===== src/rtl/imem_loader.sv =====
// Boot loader: turns a little-endian byte stream (16-bit word count, then words)
// into one-per-word instruction-memory writes, holding the CPU until loaded.
module imem_loader #(
  parameter logic [31:0] BASE_ADDR = 32'h0000_0000,
  parameter int          MAX_WORDS = 256
) (
  input  logic        clk,
  input  logic        rst,
  input  logic        in_valid,
  input  logic [7:0]  in_data,
  output logic        in_ready,
  output logic        wr_en,
  output logic [31:0] wr_addr,
  output logic [31:0] wr_data,
  output logic        cpu_hold,
  output logic        done,
  output logic        err
);

  localparam int WCW = $clog2(MAX_WORDS + 1);

  typedef enum logic [2:0] {
    LEN_LO,
    LEN_HI,
    DATA,
    DONE,
    ERR
  } state_t;

  state_t          state_reg;
  state_t          state_next;
  logic [15:0]     len_reg;
  logic [WCW-1:0]  word_cnt_reg;
  logic [1:0]      byte_cnt_reg;
  logic [23:0]     asm_reg;
  logic            wr_en_reg;
  logic [31:0]     wr_addr_reg;
  logic [31:0]     wr_data_reg;

  logic            accept;
  logic            last_word;
  logic [15:0]     len_full;

  assign in_ready  = (state_reg == LEN_LO) || (state_reg == LEN_HI) || (state_reg == DATA);
  assign accept    = in_valid && in_ready;
  assign len_full  = {in_data, len_reg[7:0]};
  assign last_word = ((32'(word_cnt_reg) + 32'd1) == 32'(len_reg));

  always_ff @(posedge clk) begin
    if (rst) begin
      state_reg <= LEN_LO;
    end else begin
      state_reg <= state_next;
    end
  end

  always_comb begin
    state_next = state_reg;
    cpu_hold   = 1'b1;
    done       = 1'b0;
    err        = 1'b0;
    case (state_reg)
      LEN_LO: begin
        if (accept) state_next = LEN_HI;
      end
      LEN_HI: begin
        if (accept) begin
          if (len_full == 16'd0) begin
            state_next = DONE;
          end else if (32'(len_full) > MAX_WORDS) begin
            state_next = ERR;
          end else begin
            state_next = DATA;
          end
        end
      end
      DATA: begin
        // Leave on the same edge that launches the final word's write.
        if (accept && (byte_cnt_reg == 2'd3) && last_word) state_next = DONE;
      end
      DONE: begin
        cpu_hold = 1'b0;
        done     = 1'b1;
      end
      ERR: begin
        err = 1'b1;
      end
      default: begin
        state_next = LEN_LO;
      end
    endcase
  end

  always_ff @(posedge clk) begin
    if (rst) begin
      len_reg      <= '0;
      word_cnt_reg <= '0;
      byte_cnt_reg <= '0;
      asm_reg      <= '0;
      wr_en_reg    <= 1'b0;
      wr_addr_reg  <= BASE_ADDR;
      wr_data_reg  <= '0;
    end else begin
      wr_en_reg <= 1'b0;
      if (accept) begin
        case (state_reg)
          LEN_LO: len_reg[7:0]  <= in_data;
          LEN_HI: len_reg[15:8] <= in_data;
          DATA: begin
            case (byte_cnt_reg)
              2'd0: asm_reg[7:0]   <= in_data;
              2'd1: asm_reg[15:8]  <= in_data;
              2'd2: asm_reg[23:16] <= in_data;
              default: begin
                // Fourth byte completes the word; assembly restarts with no bubble.
                wr_en_reg    <= 1'b1;
                wr_data_reg  <= {in_data, asm_reg};
                wr_addr_reg  <= BASE_ADDR + (32'(word_cnt_reg) << 2);
                word_cnt_reg <= word_cnt_reg + WCW'(1);
                asm_reg      <= '0;
              end
            endcase
            byte_cnt_reg <= byte_cnt_reg + 2'd1;
          end
          default: ;
        endcase
      end
    end
  end

  assign wr_en   = wr_en_reg;
  assign wr_addr = wr_addr_reg;
  assign wr_data = wr_data_reg;

endmodule

===== config.mk =====
export PLATFORM = sky130hd
export DESIGN_NAME = imem_loader
export DESIGN_NICKNAME = d
export VERILOG_FILES = /design/src/rtl/imem_loader.sv
export SDC_FILE = /design/constraint.sdc
export NUM_CORES = 1
export LEC_CHECK = 0
export BUFFER_PORTS_ARGS = -buffer_cell sky130_fd_sc_hd__buf_4
export CORE_MARGIN = 5
export CORE_UTILIZATION = 40
export CTS_CLUSTER_DIAMETER = 40
export DETAILED_ROUTE_END_ITERATION = 7
export PLACE_DENSITY_LB_ADDON = 0.08
export SLEW_MARGIN = 20
export SYNTH_ARGS = -nofsm -noshare
export SYNTH_HDL_FRONTEND = slang
export SYNTH_SLANG_ARGS = --single-unit

===== constraint.sdc =====
create_clock -name clk -period 2.2 [get_ports clk]
set_input_delay 0 -clock clk [delete_from_list [all_inputs] [get_ports clk]]
set_output_delay 0 -clock clk [all_outputs]
set_load 0.005 [all_outputs]

==> qor.yml, run 1 <==
slowest_delay_ns: 0.46
avgSynthCellArea_um2: 8.01
grt_setup_unrepaired: "false"
leakagePower_nw: 1.77
synth.top_cell.area_share_pct: 46.1
reg2reg_from: "word_cnt_reg[1]"
yosys_warnings: 0
holdCritStartpoint: "rst"
yosys_register_bits: 96
slew_viol_final: 0
synth_cell_types: 45
cts_root_buffer: "clkbuf_8"
totalWireLength_mm: 9.93
hold_path.class: "in -> reg"
netlist_instances: 520
clock.fmax_mhz: 483
drive_above_1_share_pct: 16.4
rr_worst_depth: 7
die_area_mm2: 0.0126
finalHoldViolations: 0
relSlewSlack_pct: 49.5
vias: 3475
critPathTopFamily: "compound AO/OA/AOI/OAI gates"
nNetsFinal: 585
tns_ns: 0
ys_seq_area_share_pct: 46.1
cp-start-kind: "register"
post_drt_wl_per_cell_um: 14.0
crit_chain: "ha_1, and2_1, nor2b_1, o311a_1, o2111ai_1, a2111o_1, a211oi_2"
synth_ff_type: "dfxtp_1"
status: "finished, final reports clean"
peakVddDrop_mv: 0.370
worstMarginPinSlew_ns: 0.758
route.detailed.drc: 0
die_h_um: 112
ios: 80
synth_area_leader_cell: "dfxtp_1"
cp_slowest_cell: "dfxtp_1"
core-area_mm2: 0.0102
antenna_found_initial: 0
whs_path_depth: 2
globalplace.congestion: 0.804
arrival_ns: 2.35
yosys-top-cells-area: "dfxtp_1, nand2_1, a21oi_1"
dp.final_hpwl_mm: 6.75
cts_htree_levels: 3
antenna_cells: 0
period_needed_ns: 2.07
drv_cap: 0
cts_sinks: 96
powerDensity_mw_per_mm2: 635
synth_edf_count: 0
clock_latency_ns: 0.36
clockBufferDepth: 2
ant_nets: 0
drt-pass1-iter-count: 4
vias_per_cell: 4.90
cts_resized: 0
finClkSkew_ns: 0.00988
r2r_end: "state_reg[2]"
worstPathRequired_ns: 2.48
syn_area_mm2: 0.00417
worstSetupEndpointType: "register"
hold_slack_ns: 0.190
async_flop_share_pct: 0
finalSetupViolations: 0
fp-row-count: 37
synthToLayoutAreaGrowth_pct: 16.3
min_to: "word_cnt_reg[2]"
holdBufCountCts: 9
cts_tree: "built"
grt_max_degree: 75
postCtsSetupBuffers: 0
place.port_buffers: 56
nFillCells: 1086
finalCritPeriodShare_pct: 94.1
path_buf_inv: 0
start_util_pct: 40.7
ff2ff_setup_slack_ns: 0.13
grt_util_all_layers_pct: 15.8
grt_pass1_vias: 3251
die_w_um: 112
first_iter_violations: 174
gr-total-overflow: 0
clk_pin_slew_ns: 0.09
numCtsBuffers: 9
crit_path_max_fanout: 6
grt_pass1_wl_mm: 16.1
critPathKind: "reg -> reg"
largest_reg_flops: 32
per-stage QoR:
| stage | area, um2 | setup slack, ns | util [%] | cells | total power [mW] |
|---|---|---|---|---|---|
| 4_1_cts | 4840 | 0.136 | 47.4 | 709 | 3.12 |
| 3_5_place_dp | 4570 | 0.160 | 44.6 | 684 | 2.00 |
| 6_report | 4840 | 0.129 | 47.4 | 709 | 3.08 |
| 5_1_grt | 4840 | 0.00372 | 47.4 | 709 | 3.21 |
| 3_3_place_gp | 4570 | 0.229 | 44.6 | 684 | 2.00 |
| 2_1_floorplan | 4250 | 0.365 | - | 542 | 1.96 |
synth_stat cells, types with 2 or more instances:
cell,number
clkbuf_1,20
ha_1,6
inv_1,7
or3_1,4
xor2_1,9
nand2_1,135
buf_4,25
buf_2,13
nor4_1,3
o21ai_1,2
nor3_2,2
dfxtp_1,96
nand2_2,2
mux2i_1,9
nor3_1,5
a31oi_1,2
nor2_1,29
nand3_1,30
xnor2_1,11
nand4_1,3
nand4b_1,2
a21oi_1,81
buf_6,2
cell type report:
class / instances / area [um2] / share of cell area (%)
inverter: 7 / 26.3 / 0.542
clock inverter: 6 / 50.0 / 1.03
multi-input combinational: 379 / 1950 / 40.3
timing repair buffer: 75 / 586 / 12.1
clock buffer: 10 / 138 / 2.84
sequential: 96 / 1920 / 39.7
tap: 136 / 170 / 3.51
cell usage in the layout, fill, tap and decap left out, types with 2 or more instances in the layout:
cell,n
mux2i_1,9
a21oi_1,81
nor3_2,2
nor2_1,28
conb_1,23
xor2_1,9
o21ai_1,2
inv_1,7
buf_4,66
nand4b_1,2
or3_1,4
nor3_1,5
dfxtp_1,96
dlygate4sd3_1,9
nand4_1,3
nor4_1,3
inv_6,2
clkbuf_8,10
xnor2_1,11
nand3_1,30
nand2_1,135
ha_1,6
nand2_2,2
a31oi_1,2
nor2_2,2
kinds of logic after synthesis:
kind of cell / synth area share, %
adders and majority gates: 1.80
xor gates and xnor gates: 4.20
other: 0.0900
and+or+nand+nor: 24.0
DFF: 46.1
buffers and inverters: 9.04
muxes: 2.16
AOI/OAI and AO/OA: 12.6
worst max path at each step:
| stage | from | end | slack (ns) | cells past startpoint |
|---|---|---|---|---|
| 2_1_floorplan | word_cnt_reg[1] | state_reg[2] | 0.36 | 7 |
| 3_3_place_gp | word_cnt_reg[1] | state_reg[2] | 0.23 | 7 |
| 3_5_place_dp | word_cnt_reg[1] | state_reg[2] | 0.16 | 7 |
| 4_1_cts | word_cnt_reg[1] | state_reg[2] | 0.14 | 7 |
| 5_1_grt | word_cnt_reg[1] | state_reg[2] | 0.004 | 7 |
| 6_report | word_cnt_reg[1] | state_reg[2] | 0.13 | 7 |
worst reg2reg max path: stages, from the launching register on:
cell,delay [ns]
dfxtp_1,0.46
ha_1,0.26
and2_1,0.15
nor2b_1,0.13
o311a_1,0.17
o2111ai_1,0.16
a2111o_1,0.46
a211oi_2,0.21
routing by layer:
| metal | GRT usage (%) | vias up | wire length [um] |
|---|---|---|---|
| li1 | - | 1769 | - |
| met1 | 21.2 | 1633 | 4850 |
| met2 | 25.6 | 66 | 4550 |
| met3 | 3.45 | 7 | 423 |
| met4 | 4.33 | 0 | 106 |
| met5 | 0 | - | 0 |
power breakdown:
part / internal [mW] / switching (mW) / total (mW)
sequential: 1.76 / 0.0246 / 1.78
combinational: 0.0725 / 0.116 / 0.189
clock: 0.458 / 0.650 / 1.11
total: 2.29 / 0.791 / 3.08
No activity file was read; power rests on OpenSTA's default activity.
==> inputs of run 2 (changes only) <==
- ABC_AREA: not set -> 1
- SLEW_MARGIN: 20 -> 0
==> run 2 against run 1 <==
Against the previous run:
- clock skew up 0.0012 ns
- first-iteration DRC count up 4.6%
- final cell count is 7.3% higher
- fmax is 8.4% higher
- utilization is 0.71 points higher
- critical endpoint is now asm_reg[13]
- sequential power is 9.6% higher
- worst setup slack better by 0.16 ns
==> qor.yml, run 2 <==
worstMarginPinSlew_ns: 0.833
final_common_cell: "nand2_1"
slowest_delay_ns: 0.56
holdBufCountCts: 10
syn_area_mm2: 0.00418
utilization_pct: 48.1
synth_ff_type: "dfxtp_1"
drv_cap: 0
ff2ff_setup_slack_ns: 0.29
highest_layer: "met4"
nNetsFinal: 637
path_buf_inv: 2
totalWireLength_mm: 9.94
yosys-top-cells-area: "dfxtp_1, nand2_1, a21oi_1"
synth_cell_types: 31
finalHoldViolations: 0
die_h_um: 112
route.detailed.drc: 0
yosys_warnings: 0
numCtsBuffers: 9
slew_viol_final: 0
cp-start-kind: "register"
grt_setup_unrepaired: "false"
grt_util_all_layers_pct: 15.5
drt-pass1-iter-count: 5
met2WireLength_mm: 4.21
antenna_found_initial: 0
clock_latency_ns: 0.36
first_iter_violations: 182
ys_seq_area_share_pct: 46.0
grt_pass1_wl_mm: 16.1
status: "finished, final reports clean"
cts_resized: 0
crit_chain: "inv_1, ha_1, nor4_4, inv_2, nand2_1, a21oi_1"
cts_htree_levels: 3
cp_slowest_cell: "nor4_4"
postCtsSetupBuffers: 0
vias_per_cell: 4.79
nFillCells: 1066
synth_edf_count: 0
vias: 3647
dp.final_hpwl_mm: 6.94
tns_ns: 0
cts_root_buffer: "clkbuf_8"
die_area_mm2: 0.0126
clock.fmax_mhz: 523
core-area_mm2: 0.0103
critPathKind: "reg -> reg"
ios: 80
grt_max_degree: 64
crit_path_max_fanout: 10
synthToLayoutAreaGrowth_pct: 18.2
post_drt_wl_per_cell_um: 13.1
place.port_buffers: 56
synth_area_leader_cell: "dfxtp_1"
fp-row-count: 37
worstSetupEndpointType: "register"
finClkSkew_ns: 0.0111
finalCritPeriodShare_pct: 86.8
async_flop_share_pct: 0
critPathTopFamily: "simple AND/OR/NAND/NOR gates"
clk_pin_slew_ns: 0.09
relSlewSlack_pct: 44.4
worstPathRequired_ns: 2.42
synth.top_cell.area_share_pct: 46.0
ant_nets: 0
hold_path.class: "in -> reg"
powerDensity_mw_per_mm2: 811
synth_most_common_cell: "nand2_1"
drive_above_1_share_pct: 14.9
globalplace.congestion: 0.844
grt_pass1_vias: 3216
cts_sinks: 96
layout_common_cells: "nand2_1, dfxtp_1, a21oi_1, buf_4, nand3_1"
avgSynthCellArea_um2: 7.41
leakagePower_nw: 1.94
peakVddDrop_mv: 0.424
ys_top_cells_by_count: "nand2_1, dfxtp_1, a21oi_1"
largest_reg_flops: 32
gr-total-overflow: 0
wl_met3_um: 674
yosys_register_bits: 96
antenna_cells: 0
netlist_instances: 564
start_util_pct: 40.7
met1_length_mm: 4.91
cts_tree: "built"
clockBufferDepth: 2
arrival_ns: 2.13
finalSetupViolations: 0
period_needed_ns: 1.91
die_w_um: 112
[run 2: cell types whose count changed after synthesis, moves of 10 or more]
cell | before | now
xnor2_1 | 11 | 1
nand3_1 | 30 | 48
inv_1 | 7 | 37
o21ai_0 | 1 | 36
[run 2: path summary, 6_finish.rpt]
kind	cells past startpoint	startpoint	end
setup reg to reg	6	byte_cnt_reg[0]	asm_reg[13]
hold reg to reg	2	len_reg[10]	len_reg[10]
setup / recovery	6	byte_cnt_reg[0]	asm_reg[13]
hold / removal	3	rst	wr_en
[run 2: cell type report]
cell class,instances,area (um2),area share [%]
inverters,40,150,3.04
clock inverters,5,78.8,1.60
flip-flops and latches,96,1920,38.9
multi-input cells,400,1890,38.3
well taps,136,170,3.44
clock buffers,11,151,3.06
repair buffers,73,573,11.6
[run 2: power by group]
part	switching [mW]	internal [mW]	leakage (nW)
Combinational	0.485	0.264	1.05
Clock	0.607	0.701	0.119
Sequential	0.0939	1.85	0.776
[run 2: worst register-to-register path: cells and delay by family (launching register included)]
| kind | cells | cell delay [ns] |
|---|---|---|
| and+or+nand+nor | 2 | 0.65 |
| DFF | 1 | 0.44 |
| adders and majority gates | 1 | 0.36 |
| buffers and inverters | 2 | 0.25 |
| AOI/OAI and AO/OA | 1 | 0.06 |
[run 2: logic make-up after synthesis]
logic type,after synthesis,synth area share [%]
AND/OR/NAND/NOR,239,25.3
flip-flops,96,46.0
other,1,0.0897
buffers and inverters,90,10.7
AO/OA/AOI/OAI,131,16.0
adder cells (fa/ha/maj),6,1.80
XOR/XNOR,1,0.210
[run 2: routing by layer]
metal	global-route usage, %	vias to the layer above
met1	22.9	1607
li1	-	1912
met4	5.61	0
met3	3.67	13
met2	22.0	115
met5	0	-
[run 2: through the flow]
step	std cells	power [mW]	setup WS, ns	hold slack (ns)	instance area (um2)
after floorplan	586	2.54	0.477	0.143	4260
after global placement	735	2.71	0.340	0.330	4610
after detailed placement	735	2.72	0.305	0.335	4610
after CTS	761	4.05	0.295	0.253	4940
after global routing	761	4.23	0.103	0.290	4940
final	761	4.00	0.289	0.265	4940
